==> config.mk <==
export PLATFORM = sky130hd
export DESIGN_NAME = bp_update_queue
export DESIGN_NICKNAME = d
export VERILOG_FILES = /design/src/rtl/bp_update_queue.sv
export SDC_FILE = /design/constraint.sdc
export NUM_CORES = 2
export LEC_CHECK = 0
export BUFFER_PORTS_ARGS = -buffer_cell sky130_fd_sc_hd__buf_2
export CORE_UTILIZATION = 40
export CTS_CLUSTER_SIZE = 12
export DETAILED_ROUTE_END_ITERATION = 8
export PLACE_DENSITY = 0.66
export SLEW_MARGIN = 20
export SYNTH_ARGS = -nofsm -noshare
export SYNTH_HDL_FRONTEND = slang
export SYNTH_SLANG_ARGS = --single-unit
==> constraint.sdc <==
create_clock -name clk_i -period 3.12 [get_ports clk_i]
set_input_delay 0.156 -clock clk_i [delete_from_list [all_inputs] [get_ports clk_i]]
set_output_delay 0.156 -clock clk_i [all_outputs]
set_load 0.01 [all_outputs]
==> src/rtl/bp_update_queue.sv <==
// Predictor update queue: buffers branch resolutions and drains one per cycle to the BHT/BTB.
// Optional feature macro BP_UPDATE_COALESCE_EN: a push matching the tail pc overwrites the tail in place.
package bp_update_pkg;
    localparam int unsigned VLEN = 32;

    typedef enum logic [2:0] {NoCF, Branch, Jump, JumpR, Return} cf_t;

    typedef struct packed {
        logic            valid;
        logic [VLEN-1:0] pc;
        logic [VLEN-1:0] target_address;
        logic            is_mispredict;
        logic            is_taken;
        cf_t             cf_type;
    } bp_resolve_t;
endpackage

module bp_update_queue #(
    parameter type         bp_resolve_t = bp_update_pkg::bp_resolve_t,
    parameter int unsigned DEPTH        = 4
) (
    input  logic        clk_i,
    input  logic        rst_ni,
    input  bp_resolve_t resolved_branch_i,
    input  logic        flush_i,
    output bp_resolve_t update_o,
    output logic        update_valid_o,
    input  logic        update_ready_i,
    output logic        full_o,
    output logic [7:0]  drop_cnt_o
);
    localparam int unsigned   PW       = $clog2(DEPTH);
    localparam int unsigned   CW       = PW + 1;
    localparam logic [CW-1:0] FULL_CNT = CW'(DEPTH);
    localparam logic [CW-1:0] CNT_ONE  = CW'(1);
    localparam logic [PW-1:0] PTR_ONE  = PW'(1);

    bp_resolve_t   mem   [DEPTH];
    bp_resolve_t   mem_n [DEPTH];
    bp_resolve_t   head_entry;
    logic [PW-1:0] head, tail, head_n, tail_n, tail_last;
    logic [CW-1:0] count, count_n;
    logic [7:0]    drop_n;
    logic          push, pop, coalesce;

    assign push = resolved_branch_i.valid &&
                  (resolved_branch_i.cf_type == bp_update_pkg::Branch || resolved_branch_i.is_mispredict);
    assign pop       = update_valid_o && update_ready_i && !flush_i;
    assign tail_last = tail - PTR_ONE;

`ifdef BP_UPDATE_COALESCE_EN
    // The tail may only be rewritten if it is not leaving the queue this cycle.
    assign coalesce = push && !flush_i && (count != '0) &&
                      (mem[tail_last].pc == resolved_branch_i.pc) &&
                      !(count == CNT_ONE && pop);
`else
    assign coalesce = 1'b0;
`endif

    always_comb begin
        mem_n   = mem;
        head_n  = head;
        tail_n  = tail;
        count_n = count;
        drop_n  = drop_cnt_o;
        if (flush_i) begin
            head_n  = tail;
            count_n = '0;
            if (push) begin
                mem_n[tail] = resolved_branch_i;
                tail_n      = tail + PTR_ONE;
                count_n     = CNT_ONE;
            end
        end else if (coalesce) begin
            mem_n[tail_last] = resolved_branch_i;
            if (pop) begin
                head_n  = head + PTR_ONE;
                count_n = count - CNT_ONE;
            end
        end else if (push && pop) begin
            mem_n[tail] = resolved_branch_i;
            tail_n      = tail + PTR_ONE;
            head_n      = head + PTR_ONE;
        end else if (push && count == FULL_CNT) begin
            // When full, tail == head: a mispredict replaces the oldest entry.
            if (resolved_branch_i.is_mispredict) begin
                mem_n[tail] = resolved_branch_i;
                tail_n      = tail + PTR_ONE;
                head_n      = head + PTR_ONE;
            end
            if (drop_cnt_o != 8'hFF) drop_n = drop_cnt_o + 8'd1;
        end else if (push) begin
            mem_n[tail] = resolved_branch_i;
            tail_n      = tail + PTR_ONE;
            count_n     = count + CNT_ONE;
        end else if (pop) begin
            head_n  = head + PTR_ONE;
            count_n = count - CNT_ONE;
        end
        head_entry       = mem_n[head_n];
        head_entry.valid = (count_n != '0);
    end

    always_ff @(posedge clk_i) begin
        if (!rst_ni) begin
            head           <= '0;
            tail           <= '0;
            count          <= '0;
            drop_cnt_o     <= '0;
            update_o       <= '0;
            update_valid_o <= 1'b0;
            full_o         <= 1'b0;
        end else begin
            head           <= head_n;
            tail           <= tail_n;
            count          <= count_n;
            drop_cnt_o     <= drop_n;
            update_o       <= head_entry;
            update_valid_o <= (count_n != '0);
            full_o         <= (count_n == FULL_CNT);
        end
    end

    always_ff @(posedge clk_i) begin
        mem <= mem_n;
    end
endmodule

# After elaboration in Yosys (flattened, before gate mapping)
# Index checks and enable logic that the tools add are counted.
dict set report word_totals {
  word_cells 90
  reg_bits 366
  out_inout_bits 80
}
dict set report classes {
  n_bitwise 4
  n_lt_le_gt_ge 3
  mux 28
  n_reduce_logical 10
  addsub 5
  n_eq_ne 5
}
# op count
set ops {}
lappend ops {{$mux 280} 5}
lappend ops {{$bwmux 280} 1}
lappend ops {{$bmux 70 s2} 1}
lappend ops {{$demux 70 s2} 1}
lappend ops {{$mux 69} 2}
lappend ops {{$mux 70} 1}
lappend ops {{$mux 2} 11}
lappend ops {{$mux 3} 5}
lappend ops {{$add 8x1->8 const B} 1}
lappend ops {{$ne 8x8->1 const B} 1}
lappend ops {{$eq 3x3->1 const B} 2}
lappend ops {{$ge 3x3->1 const B} 2}
lappend ops {{$logic_and 1x1->1} 6}
lappend ops {{$not 2->3} 2}
lappend ops {{$add 2x1->2 const B} 2}
lappend ops {{$ne 4x4->1 const B} 1}
lappend ops {{$reduce_and 4->1} 1}
lappend ops {{$add 3x1->3 const B} 1}
lappend ops {{$eq 3x1->1 const B} 1}
lappend ops {{$lt 3x1->1 const B} 1}
lappend ops {{$reduce_bool 3->1} 1}
lappend ops {{$sub 3x1->3 const B} 1}
lappend ops {{$not 1->1} 2}
lappend ops {{$logic_not 1->1} 1}
lappend ops {{other kinds (2)} 2}

# Longest topological paths before layout
dict set report logic_depth {
  ltp_word 13
  depth_mapped 10
  mapped_depth_nobuf 9
}

# Worst setup path after synthesis
# No wires, ideal clock.
dict set report synth_path {
  path_type {register to register}
  start {register count[0]}
  end {register update_o[15] (netlist bit)}
  t_arrival_ps 2214
  required_time_ps 3003
  path_stages_with_launch 10
  path_buffers 1
  setup_time_ps 117
  synth_period_minus_slack_ps 2331
  path_slack_ps 789
  cell_sequence {dfxtp_1 > inv_1 > ha_1 > nand2_2 > or3_4 > nand3_1 > buf_4 > mux2_2 > o21a_1 > a22o_1}
}
# element line
set synth_lines {}
lappend synth_lines {{start: declaration} 42} ;# logic [CW-1:0] count, count_n;
lappend synth_lines {{start signal: assignment} 116} ;# count <= count_n;
lappend synth_lines {{end signal: assignment} 118} ;# update_o <= head_entry;
lappend synth_lines {{end: declaration} 26} ;# output bp_resolve_t update_o,

==> summary.md <==
| Metric | Value |
|---|---|
| Count leader, synth | dfxtp_1 |
| Crit path max fanout | 15 |
| Initial DRT Pass Iterations | 5 |
| Number of DRC markers in iteration 0 | 666 |
| Predominant post-synthesis flop cell | dfxtp_1 |
| Final setup skew | 0.008589 ns |
| Post-synth cell types | 75 |
| Min Tclk post-route | 2.845 ns |
| Fin util | 49.12% |
| Cts repair resizes | 0 |
| Die W | 192.0 um |
| Pre-CTS WS | 0.2917 ns |
| Post-synth ARST share | 0% |
| DP Wirelength | 24.67 mm |
| Share of the synthesized area in the top cell type | 50.17% |
| Post-route DRC | 0 |
| Synthesis-stage register bit count | 362 |
| Fin. max-slew vios | 0 |
| NumNets Final | 1724 |
| Cells after Synth | 1451 |
| Largest net degree at the start of global routing | 49 |
| Max rail drop VDD | 605.0 uV |
| Pwr/cell area | 746.9 mW/mm2 |
| Register area | 0.007247 mm2 |
| Global Route Usage Sum | 21.08% |
| CP Capture Type | flop |
| CTS H-tree depth | 2 |
| Grt total ovfl | 0 |
| Max_slew headroom | 41.77% |
| Synth Net Count | 1533 |
| CTS root buf | clkbuf_16 |
| Final setup viols | 0 |
| TNS Setup | 0 ns |
| Status | finished clean |
| Crit path required time | 3.52 ns |
| Share of layout cells above drive strength 1 | 26.82% |
| Initial antenna violation count | 2 |
| Synthesis warning total | 0 |
| # fillers | 3305 |
| GPL Wtd Cong | 0.8635 |
| Synth top area cells | dfxtp_1 (50%), mux2_2 (14%), nand2_1 (5.6%), nor2_1 (4.8%), o32ai_1 (3.6%) |
| Number of global-route vias before repair | 11432 |
| Synth top cells by count | dfxtp_1 (362), nand2_1 (214), nor2_1 (185) |
| Area leader, netlist | dfxtp_1 |
| Worst Slack Setup Final | 0.2752 ns |
| Clock slew at reported path FFs | 0.06 ns |
| Initial Util | 40.61% |
| Num rows | 69 |
| Multi-input combinational cell area | 0.006654 mm2 |
| Sequential share of the synthesized area | 50.17% |
| Die Ht | 192.0 um |
| Measured slew at the worst slew-check pin | 0.8707 ns |
| CP Data Arrival Time | 3.25 ns |
| Max incr delay on CP | 0.70 ns |
| Worst Hold Class | in -> reg |
| Final wirelength | 39.13 mm |
| Area Overhead vs Synth | 20.95% |
| Crit path cell chain | inv_1, ha_1, nand2_2, nor3_2, nor3_4, buf_4, mux2_2, o21ai_0, o22ai_1 |
| CP max-delay cell | nor3_4 |
| CTS buffer count | 38 |
| Clk buf depth | 3 |
| WL per Instance | 18.44 um |
| Crit start category | flop |
| Post-CTS Setup Bufs | 0 |
| Post-DR vias/cell | 5.444 |
| Core area | 0.03557 mm2 |
| Static Leakage | 7.592 nW |
| Die area | 0.03687 mm2 |
| Ports | 154 |
| RSZ-0062 raised after global routing | false |
| Global-route wire length before repair | 61.38 mm |
| Via count | 11552 |
| Crit share post-route | 91.18% |
| Max-Cap Viols | 0 |
| Post-DRT Antenna Nets | 0 |
| Max Freq | 351.5 MHz |
| Worst-Skew Late Latency | 0.52 ns |
| Post-synth design cell area | 0.01444 mm2 |
| Port bufs | 153 |
| Final hold vios | 0 |
| CP Class | reg -> reg |
| Sink Count | 362 |
| Mean Syn Cell Area | 9.954 um2 |
| Post-synth EDFFs | 0 |
| CTS tree | yes |
-- final timing paths --
check                        to  slack, ns     start  depth (start not counted)
setup / recovery   update_o[34]       0.28  count[0]                          9
hold / removal    drop_cnt_o[1]       0.05    rst_ni                          2
setup reg to reg   update_o[34]       0.28  count[0]                          9
hold reg to reg        mem[184]       0.44  mem[184]                          2
-- worst max-delay path: cells and delay by family, from the launching register on --
family,cells,cell delay [ns]
mux,1,0.35
buf+inv,2,0.37
fa+ha+maj,1,0.27
flops,1,0.36
simple gates,3,1.09
compound gates,2,0.28
-- power by group --
group	total, W	internal [W]	switching [W]
clock network	0.00423	0.00247	0.00176
registers	0.00619	0.00575	0.000435
logic	0.00263	0.00123	0.00140
total	0.0130	0.00945	0.00360
-- stage by stage --
| step | std cells | cell area (um2) | hold WS, ns | total power (W) |
|---|---|---|---|---|
| 4_1_cts | 2120 | 17470 | 0.03571 | 0.01315 |
| 5_1_grt | 2121 | 17470 | 0.05615 | 0.01375 |
| 3_5_place_dp | 1998 | 15690 | 0.4057 | 0.008831 |
| 6_report | 2122 | 17470 | 0.05156 | 0.01305 |
| 2_1_floorplan | 1451 | 14440 | 0.2550 | 0.007976 |
| 3_3_place_gp | 1998 | 15690 | 0.3995 | 0.008714 |
-- layout by cell type (no fill, tap or decap), types with 5 or more instances in the layout --
cell type and n:
dfxtp_1 362, nand2_1 211, nor2_1 185, mux2_2 182, buf_2 153, dlygate4sd3_1 65, o32ai_1 60, o221ai_1 58
clkbuf_16 39, o21ai_0 31, buf_4 23, a21oi_1 21, nand3_1 17, or3_1 17, inv_1 14, and2_1 14
mux2i_1 13, and3_1 13, o22ai_1 12, buf_12 11, clkbuf_1 10, ha_1 8, a211oi_1 7, nand2b_1 7
nor3_1 7, nand2_2 6, nand4_1 6, a31oi_1 6, o211a_1 5, xnor2_1 5, clkbuf_8 5
-- routing by layer --
layer,track usage (%),part of all wire (%),routed length [um]
met5,0,0.026,10
met4,8.449,3.1,1227
met3,3.252,5.0,1966
met2,33.96,46,17950
met1,28.12,46,17980
-- cells by family (layout without fill, tap and decap cells) --
logic type	Yosys count	count (layout)	synth area share [%]
other cells	0	2	0
xor+xnor	9	9	0.5457
buf+inv	115	323	4.149
mux	198	198	15.32
simple gates	510	510	15.76
fa+ha+maj	8	8	0.6930
compound gates	249	249	13.37
flops	362	362	50.17
-- flip-flops by register name, indices dropped and copies added (netlist names) --
signal / cells
full_o: 1
tail: 2
mem: 276
update_valid_o: 1
head: 2
count: 3
drop_cnt_o: 8
update_o: 69
-- cell type report --
cell class | count | share of cell area, %
clock inverter | 3 | 0.2507
multi-input combinational | 974 | 38.09
timing repair buffer | 252 | 10.36
clock buffer | 54 | 6.195
antenna | 2 | 0.02865
tap | 461 | 3.302
inverter | 14 | 0.3008
sequential | 362 | 41.48
-- timing repair --
action | CTS | global route
endpoints found under the setup margin | 0 | 0
hold endpoints to repair | 306 | 0
hold buffers | 65 | 0
Note: power is estimated with default switching activity, not from simulation.
